[src/rtl/l2_mem_bridge.sv]
// l2_mem_bridge: serialises 512-bit L2 fills/writebacks into 16 x 32-bit
// beats on a valid/ready memory bus and returns the assembled fill line.
//
// Ports:
//   clk, nrst                      clock, async active-low reset
//   read_L2_MEM / write_L2_MEM     fill / writeback request levels
//   index/tag/write_tag/write_data line request from L2
//   ready_MEM_L2                   one-cycle completion pulse
//   read_data_MEM_L2               last completed fill line
//   mem_valid/we/addr/wdata        beat request to memory
//   mem_ready/mem_rdata            beat accept / read data
//   rd_line_cnt, wr_line_cnt       line counters (L2_MEM_BRIDGE_PERF_CNT_EN only)
module l2_mem_bridge #(
    parameter int DATA_W = 32,
    parameter int LINE_W = 512
) (
    input  logic              clk,
    input  logic              nrst,
    input  logic              read_L2_MEM,
    input  logic              write_L2_MEM,
    input  logic [3:0]        index_L2_MEM,
    input  logic [21:0]       tag_L2_MEM,
    input  logic [21:0]       write_tag_L2_MEM,
    input  logic [LINE_W-1:0] write_data_L2_MEM,
    output logic              ready_MEM_L2,
    output logic [LINE_W-1:0] read_data_MEM_L2,
    output logic              mem_valid,
    output logic              mem_we,
    output logic [31:0]       mem_addr,
    output logic [DATA_W-1:0] mem_wdata,
    input  logic              mem_ready,
    input  logic [DATA_W-1:0] mem_rdata
`ifdef L2_MEM_BRIDGE_PERF_CNT_EN
    ,
    output logic [15:0]       rd_line_cnt,
    output logic [15:0]       wr_line_cnt
`endif
);

    localparam int BEATS = LINE_W / DATA_W;
    localparam logic [3:0] LAST = 4'(BEATS - 1);

    typedef enum logic [1:0] {IDLE, WR, RD, DONE} state_t;

    state_t             state, state_nxt;
    logic [3:0]         beat;
    logic [25:0]        wr_addr;
    logic [25:0]        rd_addr;
    logic [LINE_W-1:0]  wbuf;
    logic [LINE_W-1:0]  fbuf;
    logic               rd_pend;
    logic               last_beat;

    assign last_beat = mem_ready && (beat == LAST);

    always_ff @(posedge clk or negedge nrst) begin
        if (!nrst) state <= IDLE;
        else       state <= state_nxt;
    end

    always_comb begin
        state_nxt = state;
        unique case (state)
            IDLE: begin
                if (write_L2_MEM)     state_nxt = WR;
                else if (read_L2_MEM) state_nxt = RD;
            end
            WR:   if (last_beat) state_nxt = rd_pend ? RD : DONE;
            RD:   if (last_beat) state_nxt = DONE;
            DONE: state_nxt = IDLE;
            default: state_nxt = IDLE;
        endcase
    end

    always_comb begin
        mem_valid    = 1'b0;
        mem_we       = 1'b0;
        mem_addr     = '0;
        mem_wdata    = '0;
        ready_MEM_L2 = 1'b0;
        unique case (state)
            WR: begin
                mem_valid = 1'b1;
                mem_we    = 1'b1;
                mem_addr  = {wr_addr, beat, 2'b00};
                mem_wdata = wbuf[int'(beat) * DATA_W +: DATA_W];
            end
            RD: begin
                mem_valid = 1'b1;
                mem_addr  = {rd_addr, beat, 2'b00};
            end
            DONE:    ready_MEM_L2 = 1'b1;
            default: ;
        endcase
    end

    // Beat counter wraps 15 -> 0, which also clears it between phases.
    always_ff @(posedge clk or negedge nrst) begin
        if (!nrst) begin
            beat             <= '0;
            wr_addr          <= '0;
            rd_addr          <= '0;
            wbuf             <= '0;
            fbuf             <= '0;
            rd_pend          <= 1'b0;
            read_data_MEM_L2 <= '0;
        end else begin
            unique case (state)
                IDLE: begin
                    beat <= '0;
                    if (write_L2_MEM || read_L2_MEM) begin
                        wr_addr <= {write_tag_L2_MEM, index_L2_MEM};
                        rd_addr <= {tag_L2_MEM, index_L2_MEM};
                        wbuf    <= write_data_L2_MEM;
                        rd_pend <= read_L2_MEM;
                    end
                end
                WR: if (mem_ready) beat <= beat + 4'd1;
                RD: begin
                    if (mem_ready) begin
                        fbuf[int'(beat) * DATA_W +: DATA_W] <= mem_rdata;
                        beat <= beat + 4'd1;
                        // Top word arrives last; publish the whole line now.
                        if (beat == LAST)
                            read_data_MEM_L2 <=
                                {mem_rdata, fbuf[LINE_W-DATA_W-1:0]};
                    end
                end
                default: ;
            endcase
        end
    end

`ifdef L2_MEM_BRIDGE_PERF_CNT_EN
    always_ff @(posedge clk or negedge nrst) begin
        if (!nrst) begin
            rd_line_cnt <= '0;
            wr_line_cnt <= '0;
        end else begin
            if (state == RD && last_beat && rd_line_cnt != 16'hFFFF)
                rd_line_cnt <= rd_line_cnt + 16'd1;
            if (state == WR && last_beat && wr_line_cnt != 16'hFFFF)
                wr_line_cnt <= wr_line_cnt + 16'd1;
        end
    end
`endif

endmodule
[config.mk]
export PLATFORM = sky130hd
export DESIGN_NAME = l2_mem_bridge
export DESIGN_NICKNAME = d
export VERILOG_FILES = /design/src/rtl/l2_mem_bridge.sv
export SDC_FILE = /design/constraint.sdc
export NUM_CORES = 2
export LEC_CHECK = 0
export ABC_AREA = 1
export CAP_MARGIN = 15
export CORE_AREA = 3 3 454 456
export DETAILED_ROUTE_END_ITERATION = 7
export DIE_AREA = 0 0 457 459
export PLACE_DENSITY = 0.64
export SLEW_MARGIN = 5
export SYNTH_ARGS = -nofsm -noshare
export SYNTH_HDL_FRONTEND = slang
export SYNTH_SLANG_ARGS = --single-unit
[constraint.sdc]
create_clock -name clk -period 3.24 [get_ports clk]
set_clock_uncertainty 0.1 [all_clocks]
set_input_delay 0.648 -clock clk [delete_from_list [all_inputs] [get_ports clk]]
set_output_delay 0.648 -clock clk [all_outputs]
set_load 0.02 [all_outputs]
==> impl_results.html <==
<table>
<tr><th>Metric</th><th>Value</th></tr>
<tr><th colspan="2">Run status</th></tr>
<tr><td>Run status</td><td>complete, but fails checks</td></tr>
<tr><td>Failing checks</td><td>setup timing</td></tr>
<tr><th colspan="2">Synthesis</th></tr>
<tr><td>Sequential cell area fraction in the yosys report</td><td>59.7%</td></tr>
<tr><td>Number of synthesis warnings</td><td>0</td></tr>
<tr><td>Number of storage elements in the synthesis netlist</td><td>1,559</td></tr>
<tr><td>Synth Cell Area</td><td>~65,000 um2</td></tr>
<tr><td>Synthesized instance count</td><td>around 6.4k</td></tr>
<tr><td>Number of different library cells in the post-synthesis netlist</td><td>33</td></tr>
<tr><td>Syn avg cell area</td><td>around 10 um2</td></tr>
<tr><th colspan="2">Power and ir drop</th></tr>
<tr><td>Worst VDD drop</td><td>0.587 mV</td></tr>
<tr><td>Leakage</td><td>42.5 nW</td></tr>
<tr><td>Power density over cell area</td><td>roughly 860 nW/um2</td></tr>
<tr><td>Total power after layout</td><td>78.9 mW</td></tr>
<tr><td>Net Sw Power</td><td>a little over 30 mW</td></tr>
<tr><td>Portion of total power attributed to combinational logic</td><td>about two fifths</td></tr>
<tr><td>Cell internal pwr</td><td>~48 mW</td></tr>
<tr><td>Reg power frac</td><td>between 30% and 40%</td></tr>
<tr><td>Switching Share</td><td>39.2%</td></tr>
<tr><td>Fraction of power consumed by the clock network</td><td>25.8%</td></tr>
<tr><th colspan="2">CTS</th></tr>
<tr><td>Maximum level of the CTS H-tree</td><td>4</td></tr>
<tr><td>Clk buf depth</td><td>3</td></tr>
<tr><td>Clock input transition at the sequential cells of the worst setup and hold paths</td><td>roughly 0.060 ns</td></tr>
<tr><td>Count of clock tree sinks</td><td>1,559</td></tr>
<tr><td>TritonCTS clock tree</td><td>yes</td></tr>
<tr><td>Number of buffers added by the clock tree synthesis step</td><td>between 150 and 200</td></tr>
<tr><td>Root cell of the clock tree</td><td>clkbuf_16</td></tr>
<tr><td>Clock latency reported for the late side of the worst-skew pair</td><td>0.84 ns</td></tr>
<tr><th colspan="2">Layout</th></tr>
<tr><td>Commonest cells after routing, fill and taps aside</td><td>dfrtp_1, nand2_1, clkdlybuf4s50_1, mux2_2, nor2_1</td></tr>
<tr><td>Synthesis-to-layout area growth</td><td>39.7%</td></tr>
<tr><td>Most common cell after layout, fill and taps aside</td><td>dfrtp_1</td></tr>
<tr><td>Nets@finish</td><td>8,322</td></tr>
<tr><td>Ratio of cells with drive above 1 in the final layout</td><td>around a quarter</td></tr>
<tr><td>Multi-input gate area in the final layout</td><td>25,300 um2</td></tr>
<tr><td>Final std cells w/o fill</td><td>10.6k</td></tr>
<tr><td>Final Core Density</td><td>roughly 45%</td></tr>
<tr><td>Area taken by flip-flops and latches</td><td>slightly below 40,000 um2</td></tr>
<tr><td>Fillers</td><td>18.8k</td></tr>
<tr><th colspan="2">Worst hold path</th></tr>
<tr><td>Tightest Hold Check Type</td><td>in2reg</td></tr>
<tr><td>Launch point of the worst hold path</td><td>write_data_L2_MEM[382]</td></tr>
<tr><td>Worst Hold End</td><td>wbuf[382]</td></tr>
<tr><td>Hold Path Cell Cnt</td><td>3</td></tr>
<tr><th colspan="2">Critical path</th></tr>
<tr><td>Cell Chain, Critical Path</td><td>buf_8 &gt; buf_16 &gt; buf_12 &gt; buf_8 &gt; buf_6 &gt; o21ai_2 &gt; o211ai_1 &gt; nor2_2 &gt; nor2_2 &gt; buf_6</td></tr>
<tr><td>Worst R2R Start</td><td>beat[0]</td></tr>
<tr><td>Largest incremental delay on the critical path</td><td>0.53 ns</td></tr>
<tr><td>Required time at the endpoint of the critical path</td><td>2.49 ns</td></tr>
<tr><td>Startpoint-to-endpoint class of the critical path</td><td>reg2out</td></tr>
<tr><td>Critical Path AT</td><td>2.85 ns</td></tr>
<tr><td>Element type at the critical path start</td><td>register</td></tr>
<tr><td>Worst r2r dst</td><td>read_data_MEM_L2[176]</td></tr>
<tr><td>Worst r2r path cells</td><td>11</td></tr>
<tr><td>Register-to-register setup slack</td><td>0.12 ns</td></tr>
<tr><td>Type of element capturing the critical path</td><td>output port</td></tr>
<tr><td>Cell at the slowest stage of the critical path</td><td>dfrtp_4</td></tr>
<tr><td>Critical path fanouts, max</td><td>8</td></tr>
<tr><th colspan="2">Timing</th></tr>
<tr><td>Fmax achieved</td><td>about 280 MHz</td></tr>
<tr><td>Post-route fraction of the period consumed by the critical path</td><td>111%</td></tr>
<tr><td>Total setup violations reported at the end of the flow</td><td>32</td></tr>
<tr><td>Final critical delay including setup and external delays</td><td>3.60 ns</td></tr>
<tr><td>Setup repair after global routing missed its margin</td><td>yes</td></tr>
<tr><td>Least-Margin Pin Slew</td><td>about 0.95 ns</td></tr>
<tr><td>Worst setup slack after layout</td><td>-0.362 ns</td></tr>
<tr><td>Final-layout worst hold slack</td><td>0.287 ns</td></tr>
<tr><td>Max-slew violation count</td><td>0</td></tr>
<tr><td>Max-Slew Margin vs Limit</td><td>36.6%</td></tr>
<tr><td>Number of failing hold endpoints at the final stage</td><td>0</td></tr>
<tr><th colspan="2">Placement</th></tr>
<tr><td>Number of buffers added on ports</td><td>1,173</td></tr>
<tr><td>Final weighted congestion of routability-driven global placement</td><td>0.936</td></tr>
<tr><td>Post-detail-place hpwl</td><td>between 200 and 250 mm</td></tr>
<tr><td>Placed Cells</td><td>10.2k</td></tr>
<tr><td>Post-Place Setup Slack</td><td>-0.550 ns</td></tr>
<tr><th colspan="2">Detailed routing</th></tr>
<tr><td>Aggregate routed wire length</td><td>278 mm</td></tr>
<tr><td>Detailed-route wire length on metal 1</td><td>110 mm</td></tr>
<tr><td>WL met2</td><td>135 mm</td></tr>
<tr><td>Drt initial violations</td><td>4,279</td></tr>
<tr><td>Routed wirelength normalized by instance count</td><td>26.3 um</td></tr>
<tr><td>Highest routed layer</td><td>met5</td></tr>
<tr><td>Met3 wirelength from detailed routing</td><td>17.6 mm</td></tr>
<tr><td>Number of nets with antenna violations after routing</td><td>0</td></tr>
<tr><td>DRT Pass-1 Iters</td><td>5</td></tr>
<tr><td>Remaining design rule violation count</td><td>0</td></tr>
<tr><td>Via Count</td><td>between 50k and 60k</td></tr>
<tr><td>Detailed-route vias per instance</td><td>5.05</td></tr>
<tr><th colspan="2">Global routing</th></tr>
<tr><td>GR Overflow Total</td><td>0</td></tr>
<tr><td>Number of antenna violations at the first check in global routing</td><td>54</td></tr>
<tr><td>Number of global-route vias before repair</td><td>approximately 53k</td></tr>
<tr><td>Largest net degree at the start of global routing</td><td>152</td></tr>
<tr><td>Total global routing track utilization</td><td>25.8%</td></tr>
<tr><td>First-pass GRT wire length</td><td>392 mm</td></tr>
<tr><th colspan="2">Floorplan</th></tr>
<tr><td>Top Ports</td><td>approximately 1.2k</td></tr>
<tr><td>Std-Cell Core Area</td><td>roughly 200,000 um2</td></tr>
<tr><td>Die Span X</td><td>457 um</td></tr>
<tr><td>Floorplan die area</td><td>~210,000 um2</td></tr>
<tr><td>Starting density of the core</td><td>approximately 32%</td></tr>
<tr><td>Row count</td><td>165</td></tr>
<tr><td>Vertical die dimension</td><td>459 um</td></tr>
<tr><th colspan="2">Run</th></tr>
<tr><td>Maxcap violations</td><td>0</td></tr>
</table>
-- per-stage QoR --
step / TNS [ns] / area, um2
CTS: -9.83 / 89800
floorplan: 0 / 65300
global placement: -1.13 / 81900
finish: -7.17 / 91200
detailed placement: -1.11 / 81900
global route: -10.13 / 91200
-- critical path, delay by kind of cell, from the launching register on --
kind            cells  cell delay [ns]
compound gates      2             0.27
buf+inv             6             0.82
flops               1             0.53
simple gates        2             0.37
-- power groups by stage --
stage	combinational, mW	clock [mW]	sequential (mW)
finish	31.7	20.4	26.8
global route	33.9	21.5	27.2
CTS	30.2	20.7	26.7
detailed placement	26.9	0	27.0
global placement	26.6	0	26.9
floorplan	14.8	0	26.0
-- cells in the mapped netlist, drive strengths merged --
master | instances | area [um2]
a21oi | 359 | 1800
buf | 283 | 1410
clkbuf | 137 | 514
conb | 1 | 3.75
dfrtp | 1559 | 39000
ha | 7 | 87.6
inv | 312 | 1170
mux2 | 788 | 8870
nand2 | 1357 | 5130
nand3 | 404 | 2030
nand3b | 3 | 22.5
nand4 | 10 | 75.1
nor2 | 776 | 2960
nor3 | 3 | 26.3
o211ai | 12 | 90.1
o21ai | 393 | 1990
o22ai | 3 | 18.8
o31ai | 1 | 7.51
or2 | 19 | 119
-- cell families after synthesis --
kind of cell    Yosys count  synth area share (%)
compound gates          768                  5.97
buf+inv                 732                  4.74
other cells               1               0.00574
mux                     788                  13.6
simple gates           2572                  15.9
flops                  1559                  59.7
fa+ha+maj                 7                 0.134
-- flip-flops by register name, summed over array words and instances, names as in the netlist --
register,flops
wr_addr,26
read_data_MEM_L2,512
rd_pend,1
fbuf,480
wbuf,512
beat,4
state,2
rd_addr,22
-- what timing repair did --
item	in CTS	in global routing
gates cloned	21	11
endpoints found under the setup margin	63	115
pin swaps	78	130
hold buffers	1	0
resized for setup	573	273
buffers inserted	38	14
endpoints found under the hold margin	23	0
-- per-layer routing --
| metal | up-vias | track usage [%] |
|---|---|---|
| met4 | 16 | 12.3 |
| li1 | 23625 | - |
| met1 | 26947 | 32.3 |
| met3 | 458 | 4.31 |
| met2 | 2268 | 43.4 |
| met5 | - | 0 |
-- worst max-delay path by stage --
stage,from,end,depth (start not counted)
after floorplan,beat[0],fbuf[110],13
after CTS,beat[0],mem_wdata[8],12
after detailed placement,beat[0],mem_wdata[16],9
after global routing,beat[0],mem_wdata[30],10
after global placement,beat[0],mem_wdata[16],9
final,beat[0],mem_wdata[30],10
-- area by class of cell --
cell class                      instances  share of cell area (%)
Clock buffer                          223                    5.15
Tap cell                             2672                    3.66
Timing Repair Buffer                 1537                    18.0
Antenna cell                           26                  0.0713
Timing Repair inverter                  3                  0.0261
Inverter                              312                    1.33
Multi-Input combinational cell       4137                    27.7
Sequential cell                      1559                    42.8
Clock inverter                         81                    1.31
No activity file was read; power rests on OpenSTA's default activity.
